$ cat src/rtl/ex_commit_arbiter.sv
// Exception/interrupt/eret commit arbiter at the WB -> CP0 boundary; optional macro EX_COMMIT_HWINT_EN.
// Latency: CP0 controls pulse 1 cycle after acceptance, flush for FLUSH_CYCLES, then a 1-cycle redirect.
// Backpressure: none; WB instructions seen while flushing/redirecting are dropped, not stalled.

`ifndef NO_EX
`define NO_EX 5'h1f
`endif
`ifndef INT
`define INT   5'h00
`endif
`ifndef ADEL
`define ADEL  5'h04
`endif
`ifndef ADES
`define ADES  5'h05
`endif
`ifndef SYS
`define SYS   5'h08
`endif

module ex_commit_arbiter #(
    parameter int unsigned FLUSH_CYCLES = 2,            // 1..15
    parameter logic [31:0] EX_ENTRY     = 32'hbfc00380
) (
    input  logic        clk,
    input  logic        reset,
    input  logic        wb_valid,
    input  logic [31:0] wb_pc,
    input  logic        wb_bd,
    input  logic [4:0]  wb_ex_code,
    input  logic [31:0] wb_badvaddr,
    input  logic        wb_pc_err,
    input  logic        wb_eret,
    input  logic [5:0]  hw_int,
    input  logic [31:0] cp0_cause,
    input  logic [31:0] cp0_status,
    input  logic [31:0] cp0_epc,
    output logic [4:0]  ex_code,
    output logic        bd,
    output logic        eret,
    output logic [31:0] BadVAddr,
    output logic        pc_error,
    output logic [31:0] ex_pc,
    output logic        flush,
    output logic        redirect_valid,
    output logic [31:0] redirect_pc
);

    typedef enum logic [1:0] {IDLE, FLUSH, REDIR} state_t;

    state_t      state;
    logic [3:0]  flush_cnt;
    logic [31:0] redir_target;
    logic [5:0]  hw_sync;
    logic [7:0]  ip_eff;
    logic        int_req;
    logic        take_ex;
    logic        take_eret;
    logic        accept;

`ifdef EX_COMMIT_HWINT_EN
    logic [5:0] hw_meta;

    // Two-flop synchronizer for the asynchronous external interrupt lines.
    always_ff @(posedge clk) begin
        if (reset) begin
            hw_meta <= 6'd0;
            hw_sync <= 6'd0;
        end else begin
            hw_meta <= hw_int;
            hw_sync <= hw_meta;
        end
    end

    logic unused_bits;
    assign unused_bits = ^{cp0_cause[31:16], cp0_cause[7:0], cp0_status[31:16], cp0_status[7:2]};
`else
    assign hw_sync = 6'd0;

    logic unused_bits;
    assign unused_bits = ^{hw_int, cp0_cause[31:16], cp0_cause[7:0], cp0_status[31:16], cp0_status[7:2]};
`endif

    // Interrupt request and event selection; interrupts outrank the instruction's own exception and eret.
    always_comb begin
        ip_eff    = cp0_cause[15:8] | {hw_sync, 2'b00};
        int_req   = cp0_status[0] & ~cp0_status[1] & (|(cp0_status[15:8] & ip_eff));
        take_ex   = int_req | (wb_ex_code != `NO_EX);
        take_eret = ~take_ex & wb_eret;
        // A pending interrupt without a valid WB instruction waits: EPC needs a real PC.
        accept    = (state == IDLE) & wb_valid & (take_ex | wb_eret);
    end

    // Commit FSM: registered CP0 pulse, timed flush window, single redirect.
    always_ff @(posedge clk) begin
        if (reset) begin
            state          <= IDLE;
            flush_cnt      <= 4'd0;
            redir_target   <= 32'd0;
            ex_code        <= `NO_EX;
            bd             <= 1'b0;
            eret           <= 1'b0;
            BadVAddr       <= 32'd0;
            pc_error       <= 1'b0;
            ex_pc          <= 32'd0;
            flush          <= 1'b0;
            redirect_valid <= 1'b0;
            redirect_pc    <= 32'd0;
        end else begin
            // CP0 controls and redirect are single-cycle pulses by default.
            ex_code        <= `NO_EX;
            bd             <= 1'b0;
            eret           <= 1'b0;
            BadVAddr       <= 32'd0;
            pc_error       <= 1'b0;
            ex_pc          <= 32'd0;
            redirect_valid <= 1'b0;
            redirect_pc    <= 32'd0;
            case (state)
                IDLE: begin
                    if (accept) begin
                        ex_code      <= take_eret ? `NO_EX : (int_req ? `INT : wb_ex_code);
                        eret         <= take_eret;
                        bd           <= wb_bd;
                        ex_pc        <= wb_pc;
                        BadVAddr     <= wb_badvaddr;
                        pc_error     <= wb_pc_err;
                        // EPC is captured now; CP0 may change it before the redirect.
                        redir_target <= take_eret ? cp0_epc : EX_ENTRY;
                        flush        <= 1'b1;
                        flush_cnt    <= 4'(FLUSH_CYCLES - 1);
                        state        <= FLUSH;
                    end
                end
                FLUSH: begin
                    if (flush_cnt == 4'd0) begin
                        flush          <= 1'b0;
                        redirect_valid <= 1'b1;
                        redirect_pc    <= redir_target;
                        state          <= REDIR;
                    end else begin
                        flush_cnt <= flush_cnt - 4'd1;
                    end
                end
                REDIR: begin
                    state <= IDLE;
                end
                default: begin
                    flush <= 1'b0;
                    state <= IDLE;
                end
            endcase
        end
    end

endmodule

$ cat config.mk
export PLATFORM = sky130hd
export DESIGN_NAME = ex_commit_arbiter
export DESIGN_NICKNAME = d
export VERILOG_FILES = /design/src/rtl/ex_commit_arbiter.sv
export SDC_FILE = /design/constraint.sdc
export NUM_CORES = 1
export LEC_CHECK = 0
export ABC_AREA = 0
export BUFFER_PORTS_ARGS = -buffer_cell sky130_fd_sc_hd__buf_2
export CORE_ASPECT_RATIO = 0.6
export CORE_MARGIN = 2
export CORE_UTILIZATION = 39
export CTS_BUF_LIST = sky130_fd_sc_hd__clkbuf_8 sky130_fd_sc_hd__clkbuf_16
export DETAILED_ROUTE_END_ITERATION = 12
export GPL_TIMING_DRIVEN = 0
export PLACE_DENSITY = 0.8
export SYNTH_ARGS = -nofsm -noshare
export SYNTH_HDL_FRONTEND = slang
export SYNTH_SLANG_ARGS = --single-unit
export TNS_END_PERCENT = 50
$ cat constraint.sdc
create_clock -name clk -period 1.7 [get_ports clk]
set_input_delay 0.34 -clock clk [delete_from_list [all_inputs] [get_ports clk]]
set_output_delay 0.34 -clock clk [all_outputs]
set_load 0.03 [all_outputs]
After elaboration in Yosys (flattened, before gate mapping)
Cells that the tools add are included.

word-level totals
  flip-flop bits (word level) = 144
  latch bits = 0
  memory bits (writable) = 0
  bits in read-only memories = 0
  bits of input ports = 177
  output and inout port bits = 106
  logic and storage cells = 58
  memories kept = 0

operators by class
  add/subtract/negate cells = 1
  multipliers = 0
  divide/modulo/power cells = 0
  $lt $le $gt $ge = 0
  equal/unequal tests = 6
  shifts and indexed selects = 0
  mux-type cells = 12
  bitwise operators = 15
  reductions and logical operators = 12

operators by type and width
  cell                 number
  $mux 32              1
  $and 8x8->8          1
  $mux 4               2
  $pmux 4 s2           1
  $reduce_or 8->1      1
  $not 1->1            7
  $ne 2x2->1 const B   3
  $reduce_and 3->1     2
  $reduce_or 3->1      2
  $and 1x1->1          5
  $mux 5               1
  $ne 5x5->1 const B   1
  $logic_not 4->1      1
  $mux 2               2
  $pmux 2 s2           1
  $reduce_and 2->1     2
  $reduce_or 4->1      1
  $sub 4x1->4 const B  1
  $mux 1               3
  $pmux 1 s3           1
  $eq 2x1->1 const B   1
  $eq 2x2->1 const B   1
  $logic_not 2->1      1
  $or 1x1->1           2
  other kinds (2)      2

Longest topological paths before layout
Gate-level depths: netlist (run 1).

  word-level depth = 8
  gate-level depth with buffers = 7
  gate-level depth less buffers = 6

Worst setup path after synthesis (run 1)
OpenSTA, ideal clock, no wires.

  path kind = input to register
  start = in cp0_status[14]
  end = reg BadVAddr[10]
  library setup time = 113 ps
  arrival = 1583 ps
  required time = 1587 ps
  setup slack = 5 ps
  stages = 7
  buffers on the path = 3
  path through = a22o_1 -> o41ai_4 -> buf_6 -> a21boi_2 -> buf_6 -> buf_6 -> and2_4

on the way
  longest elaborated chain between the ends = 8

RTL lines
  element                    RTL line  RTL
  start, declared            36        input logic [31:0] cp0_status,
  $and 8x8->8                87        int_req = cp0_status[0] & ~cp0_status[1] & (|(cp0_status[15:8] & ip_eff));
  $reduce_or 8->1            87
  $and 1x1->1                87
  $or 1x1->1                 88        take_ex = int_req | (wb_ex_code != `NO_EX);
  $or 1x1->1                 91        accept = (state == IDLE) & wb_valid & (take_ex | wb_eret);
  $and 1x1->1                91
  $not 1->1 (no line)        --
  $reduce_or 3->1 (no line)  --
  end signal, assigned       126       BadVAddr <= wb_badvaddr;
  end, declared              41        output logic [31:0] BadVAddr,

Every way passes these cells.
A chain may end at the register's enable or synchronous reset.

Worst setup path in the final report (run 1)
  start = reg flush_cnt[0]
  end = reg redirect_pc[7]

on the way
  longest elaborated chain between the ends = 3

RTL lines
  element                    RTL line  RTL
  start, declared            52        logic [3:0] flush_cnt;
  start signal, assigned     131       flush_cnt <= 4'(FLUSH_CYCLES - 1);
  start signal, assigned     142       flush_cnt <= flush_cnt - 4'd1;
  $logic_not 4->1            136       if (flush_cnt == 4'd0) begin
  $not 1->1 (no line)        --
  $reduce_or 3->1 (no line)  --
  end signal, assigned       139       redirect_pc <= redir_target;
  end, declared              46        output logic [31:0] redirect_pc

Every way passes these cells.

==> impl_summary.log, run 1 <==
[metrics] detailed-routed wire length on met2: 5.82 mm
[metrics] Worst slew margin: 49.1%
[metrics] count of antenna diodes in the layout: 0
[metrics] Min-Delay Endpoint: ex_pc[16]$_SDFF_PP0_
[metrics] number of buffers added by the clock tree synthesis step: 17
[metrics] Synth warnings: 0
[metrics] Crit path arrival time: 1950 ps
[metrics] initial detailed-routing violation count: 141
[metrics] start-to-end type of the worst setup path: reg -> reg
[metrics] Worst Reg-to-Reg Cells: 6
[metrics] vertical die dimension: 89.4 microns
[metrics] setup slack, reg-to-reg: 60 ps
[metrics] max-capacitance violation count: 0
[metrics] Pre-antenna DRT Iters: 4
[metrics] I/O Buffers: 230
[metrics] filler instances: 1016
[metrics] CTS H-Tree Depth: 4
[metrics] clock slew seen by the registers of the worst setup and hold paths: 60 ps
[metrics] global-route usage over all layers: 18.6%
[metrics] Seq/Total Area, Yosys: 60.8%
[metrics] Yosys top cell by area: dfxtp_1
[metrics] routed wire length: 12.4 mm
[metrics] Area Growth Syn to Fin: 44.8%
[metrics] launch point of the worst hold path: wb_pc[16]
[metrics] Cell Pwr Density: 1250 nW/um^2
[metrics] overall power consumption: 0.00856 W
[metrics] Leakage Power: 3.32 nW
[metrics] required time worst endpoint: 2010 ps
[metrics] final cell count without fillers: 855
[metrics] maximum resistive drop on vdd: 0.000782 V
[metrics] path category of the worst min-delay check: in -> reg
[metrics] drt drc: 0
[metrics] Max Buffers Root-to-Sink: 2
[metrics] uppermost routed layer: met4
[metrics] unrepaired setup endpoints after global routing: yes
[metrics] endpoint of the most critical register-to-register path: redirect_pc[7]$_SDFF_PP0_
[metrics] initial standard-cell utilization of the core: 39.7%
[metrics] count of cell types in the netlist: 38
[metrics] Mapped Area: 4740 sq um
[metrics] pin count of the biggest net entering global routing: 17
[metrics] number of placed instances, taps included: 818
[metrics] instance area after placement: 6100 sq um
[metrics] number of clock sinks: 144
[metrics] Via Count: 3973
[metrics] detailed-routed wire length on met3: 810 microns
[metrics] average routed wire per standard cell: 14.4 microns
[metrics] fraction of layout cells with a size suffix above 1: 50.9%
[metrics] outcome: complete, no violations
[metrics] dpl hpwl: 9.44 mm
[metrics] via count of the first global-routing pass: 3990
[metrics] Layout Cell Area excl Fill: 6860 sq um
[metrics] share of the clock period used by the worst path after layout: 96.6%
[metrics] gate count after technology mapping: 423
[metrics] first-pass GRT wire length: 19.2 mm
[metrics] num ports: 283
[metrics] synthesized area divided by synthesized cell count: 11.2 sq um
[metrics] Final Hold Viols: 0
[metrics] horizontal die dimension: 146 microns
[metrics] DIE AREA: 13100 sq um
[metrics] maximum fanout count along the critical path: 4
[metrics] clock tree from TritonCTS: yes
[metrics] floorplan row count: 31
[metrics] Crit. End Element: flop
[metrics] type of origin of the critical path: flop
[metrics] total routed wire length on the met1 layer: 5.55 mm
[metrics] timing-limited maximum frequency: 0.609 GHz
[metrics] setup clock skew after layout: 6.81 ps
[metrics] area of the placeable core: 11900 sq um
[metrics] final setup violation count: 0
[metrics] footprint of the multi-input gates: 1670 sq um
[metrics] count of nets left with antenna violations after detail routing: 0
[metrics] clock tree root driver cell: clkbuf_16
[metrics] Period minus WS final: 1640 ps
[metrics] nets in the synthesized netlist: 602
[metrics] layout net count: 857
[metrics] final weighted congestion of routability-driven global placement: 0.776
[metrics] Tightest Pin Transition: 763 ps
[metrics] count of cells along the worst hold path: 2
[metrics] FF-to-FF Start: flush_cnt[0]$_SDFFE_PP0P_
[metrics] share of Yosys cell area claimed by the top area cell type: 60.8%
[metrics] sequential cell area: 2880 sq um
[metrics] ratio of routed vias to standard cells: 4.65
[metrics] Final Max Slew Viols: 0
[metrics] global-route congestion overflow total: 0
[metrics] summed negative setup slack over all endpoints: 0 ps
[metrics] leading post-synthesis cells by cell area: dfxtp_1 61%, and2_4 7.4%, and2_1 6.1%
[metrics] antenna violations before repair: 0
[metrics] Worst-Skew Late Latency: 410 ps
[metrics] synthesized flop and latch total: 144
through the flow:
step / setup WS (ps) / hold WS (ps) / utilization (%)
6_report: 57.8 / 133 / 57.5
3_3_place_gp: -291 / 435 / 51.0
4_1_cts: 12.0 / 122 / 57.0
5_1_grt: -7.10 / 119 / 57.5
2_1_floorplan: 4.55 / 424 / -
3_5_place_dp: -353 / 439 / 51.0
how the worst max path moves through the flow:
stage	startpoint	slack (ps)	cells past startpoint	end
finish	flush_cnt[0]$_SDFFE_PP0P_	60	6	redirect_pc[7]$_SDFF_PP0_
global route	flush_cnt[0]$_SDFFE_PP0P_	-7	6	redirect_pc[7]$_SDFF_PP0_
CTS	state[1]$_SDFFE_PP0P_	10	4	redir_target[6]$_SDFFE_PP0P_
detailed placement	flush_cnt[0]$_SDFFE_PP0P_	-350	7	redirect_pc[4]$_SDFF_PP0_
global placement	flush_cnt[0]$_SDFFE_PP0P_	-290	7	redirect_pc[12]$_SDFF_PP0_
floorplan	cp0_status[14]	5	7	BadVAddr[10]$_SDFF_PP0_
critical path, cell delays in order, from the launching register on:
cell     delay (ps)
dfxtp_1         320
inv_2            80
ha_2            180
or3b_4          420
buf_4           170
buf_4           140
nor4_1          250
sequential cells by signal, summed over array words and instances (netlist names):
| signal | cells |
|---|---|
| BadVAddr | 32 |
| ex_pc | 32 |
| redir_target | 32 |
| redirect_pc | 32 |
| ex_code | 5 |
| flush_cnt | 4 |
| state | 2 |
| bd | 1 |
| eret | 1 |
| flush | 1 |
| pc_error | 1 |
| redirect_valid | 1 |
timing repair:
action                                  CTS  global route
pin swaps                                 2             1
hold buffers                              0             0
endpoints found under the setup margin  119            80
gates resized for setup                  13            18
buffers inserted                          4             1
gates cloned                              1             1
synth_stat cells (all sizes together):
cell,count
nor3,2
o41a,1
a31oi,1
nor4,13
a22o,4
nor3b,2
and3b,1
nand4,20
o21ai,22
clkinv,1
nand3,3
a21boi,2
and4,1
a21oi,14
and2,86
ha,2
nand2b,1
inv,14
a41o,1
clkbuf,16
nand2,35
o32ai,2
nor4b,1
dfxtp,144
or4,1
or3b,1
o41ai,13
buf,14
and3,2
a21bo,1
nor2b,2
kinds of logic after synthesis:
kind of cell             after synthesis  share of synthesized area, %
AND/OR/NAND/NOR                      171                          23.3
flip-flops                           144                          60.8
AO/OA/AOI/OAI                         61                          10.5
buffers and inverters                 45                          4.88
adder cells (fa/ha/maj)                2                         0.528
cell type report:
cell class,count,share of cell area [%]
Inverter,15,0.820
Clock inverter,13,3.03
Buffer,29,2.83
Timing Repair Buffer,237,17.5
Sequential cell,144,42.0
Tap cell,165,3.01
Multi-Input combinational cell,234,24.4
Clock buffer,18,6.40
report_power, final:
part	switching, W	internal, W
clock	0.00142	0.00264
sequential	0.0000456	0.00351
combinational	0.000559	0.000382
metal layers:
layer	track usage (%)	vias up
met3	4.85	17
met1	23.9	1824
met5	0	-
li1	-	1945
met4	7.77	0
met2	30.6	187
placed cells by master (no fill, tap or decap), types with 2 or more instances in the layout:
cell / n
a21oi_1: 14
a22o_1: 4
and2_1: 46
and2_4: 40
buf_2: 235
buf_4: 5
buf_6: 10
bufinv_16: 5
clkbuf_1: 7
clkbuf_16: 17
clkbuf_2: 8
clkinv_2: 3
dfxtp_1: 143
inv_1: 13
inv_6: 3
nand2_1: 34
nand3_1: 3
nand4_1: 20
nor2b_1: 2
nor4_1: 12
o21ai_0: 22
o32ai_1: 2
o41ai_1: 2
o41ai_2: 10
Power figures use the tool's default switching activity.
==> run 2: changes to the inputs <==
--- a/config.mk
+++ b/config.mk
@@ -11,8 +11,8 @@
 export CORE_MARGIN = 2
 export CORE_UTILIZATION = 39
 export CTS_BUF_LIST = sky130_fd_sc_hd__clkbuf_8 sky130_fd_sc_hd__clkbuf_16
+export CTS_CLUSTER_SIZE = 40
 export DETAILED_ROUTE_END_ITERATION = 12
-export GPL_TIMING_DRIVEN = 0
 export PLACE_DENSITY = 0.8
 export SYNTH_ARGS = -nofsm -noshare
 export SYNTH_HDL_FRONTEND = slang
==> run 2 against run 1 <==
Hold slack improved by 1.9 ps. Final area fell by 2.2%. Sequential cell count unchanged. Global-route usage down 2.0 points. Maximum frequency increased by 0.15%. First-iteration DRC count decreased by 29%. Count of clock-buffer cells in the layout is 2 higher. Final cell count down 2.3%. Largest power group unchanged.
==> impl_summary.log, run 2 (synthesized netlist as in run 1, its figures left out) <==
[metrics] routed wire length: 11.5 mm
[metrics] initial standard-cell utilization of the core: 39.7%
[metrics] final setup violation count: 0
[metrics] met2 usage in global routing: 25.8%
[metrics] Area Growth Syn to Fin: 41.6%
[metrics] count of nets left with antenna violations after detail routing: 0
[metrics] global-route usage over all layers: 16.6%
[metrics] commonest non-fill, non-tap cell in the layout: buf_2
[metrics] Max Buffers Root-to-Sink: 2
[metrics] number of setup buffers added after CTS: 0
[metrics] pre-CTS worst setup slack: -223 ps
[metrics] I/O Buffers: 230
[metrics] global-route congestion overflow total: 0
[metrics] layout net count: 838
[metrics] most frequent cells in the layout: 230 x buf_2, 144 x dfxtp_1, 46 x and2_1
[metrics] Crit path arrival time: 1980 ps
[metrics] final weighted congestion of routability-driven global placement: 0.769
[metrics] number of placed instances, taps included: 804
[metrics] Util after Layout: 56.2%
[metrics] # resized after CTS: 0
[metrics] setup clock skew after layout: 10.9 ps
[metrics] sequential cell area: 2880 sq um
[metrics] number of clock sinks: 144
[metrics] area of the placeable core: 11900 sq um
[metrics] filler instances: 1024
[metrics] Period minus WS final: 1640 ps
[metrics] Final Hold Viols: 0
[metrics] footprint of the multi-input gates: 1650 sq um
[metrics] number of buffers added by the clock tree synthesis step: 17
[metrics] clock tree from TritonCTS: yes
[metrics] grt peak-use layer: met2
[metrics] routing usage on met1: 21.9%
[metrics] antenna violations before repair: 0
[metrics] via count of the first global-routing pass: 3599
[metrics] DIE AREA: 13100 sq um
[metrics] required time worst endpoint: 2040 ps
[metrics] delay of the slowest critical-path stage: 420 ps
[metrics] max-capacitance violation count: 0
[metrics] Worst-Skew Late Latency: 400 ps
[metrics] Tightest Pin Transition: 643 ps
[metrics] Via Count: 3863
[metrics] pin count of the biggest net entering global routing: 67
[metrics] dpl hpwl: 8.53 mm
[metrics] final cell count without fillers: 835
[metrics] CTS H-Tree Depth: 4
[metrics] count of antenna diodes in the layout: 0
[metrics] CTS Hold Bufs: 0
[metrics] Final Max Slew Viols: 0
[metrics] unrepaired setup endpoints after global routing: yes
[metrics] summed negative setup slack over all endpoints: 0 ps
[metrics] start-to-end type of the worst setup path: reg -> reg
[metrics] clock tree root driver cell: clkbuf_16
[metrics] Crit. End Element: flop
[metrics] Cell Pwr Density: 1200 nW/um^2
[metrics] Pre-antenna DRT Iters: 4
[metrics] fraction of layout cells with a size suffix above 1: 49.3%
[metrics] post-route setup slack: 60.3 ps
[metrics] ordered list of cells on the worst path: inv_1 > ha_1 > or3b_4 > nor3_4 > buf_4 > and2_1
[metrics] maximum fanout count along the critical path: 11
[metrics] floorplan row count: 31
[metrics] vertical die dimension: 89.4 microns
[metrics] timing-limited maximum frequency: 0.610 GHz
[metrics] Worst slew margin: 57.0%
[metrics] average routed wire per standard cell: 13.7 microns
[metrics] met3 track demand over resource: 4.29%
[metrics] type of origin of the critical path: flop
[metrics] ratio of routed vias to standard cells: 4.63
[metrics] maximum resistive drop on vdd: 0.000620 V
[metrics] initial detailed-routing violation count: 100
[metrics] CP max-delay cell: or3b_4
[metrics] instance area after placement: 6110 sq um
[metrics] path category of the worst min-delay check: in -> reg
[metrics] drt drc: 0
[metrics] clock slew seen by the registers of the worst setup and hold paths: 60 ps
[metrics] first-pass GRT wire length: 17.1 mm
[metrics] Leakage Power: 3.23 nW
[metrics] num ports: 283
[metrics] share of the clock period used by the worst path after layout: 96.5%
[metrics] outcome: complete, no violations
[metrics] horizontal die dimension: 146 microns
[metrics] Layout Cell Area excl Fill: 6720 sq um
==> run 2: cell count changes in the layout (fill, tap and decap cells not counted), sizes merged <==
cell      before  now
clkbuf        33   20
buf          251  247
bufinv         5    2
clkinv         5    4
clkinvlp       1    2
==> run 2: worst paths after layout <==
check | from | to | slack [ps] | depth (start not counted)
max | flush_cnt[0]$_SDFFE_PP0P_ | redirect_pc[30]$_SDFF_PP0_ | 60 | 6
min | wb_badvaddr[1] | BadVAddr[1]$_SDFF_PP0_ | 140 | 2
max reg2reg | flush_cnt[0]$_SDFFE_PP0P_ | redirect_pc[30]$_SDFF_PP0_ | 60 | 6
min reg2reg | redir_target[8]$_SDFFE_PP0P_ | redirect_pc[8]$_SDFF_PP0_ | 450 | 2
==> run 2: stage by stage <==
stage / power, W / hold slack, ps
3_3_place_gp: 0.00448 / 432
4_1_cts: 0.00812 / 115
5_1_grt: 0.00833 / 130
2_1_floorplan: 0.00416 / 424
3_5_place_dp: 0.00451 / 440
6_report: 0.00803 / 135
==> run 2: per-layer routing <==
layer	up-vias	routed length, microns
li1	1902	-
met1	1797	5260
met2	149	5250
met3	15	784
met4	0	180
met5	-	0
==> run 2: worst max-delay path, delay by kind of cell (launching register included) <==
kind	cells	cell delay [ps]
flops	1	300
buf+inv	2	320
fa+ha+maj	1	180
simple gates	3	790
==> run 2: power breakdown <==
| part | internal (W) | switching, W |
|---|---|---|
| Sequential | 0.00351 | 0.0000415 |
| Clock | 0.00226 | 0.00133 |
| Combinational | 0.000368 | 0.000534 |
==> run 2: cell type report <==
cell class,count,share of cell area [%]
well taps,165,3.07
repair buffers,247,20.0
clock inverters,10,1.70
multi-input cells,234,24.5
inverters,15,0.838
flip-flops and latches,144,42.9
clock buffers,20,6.95
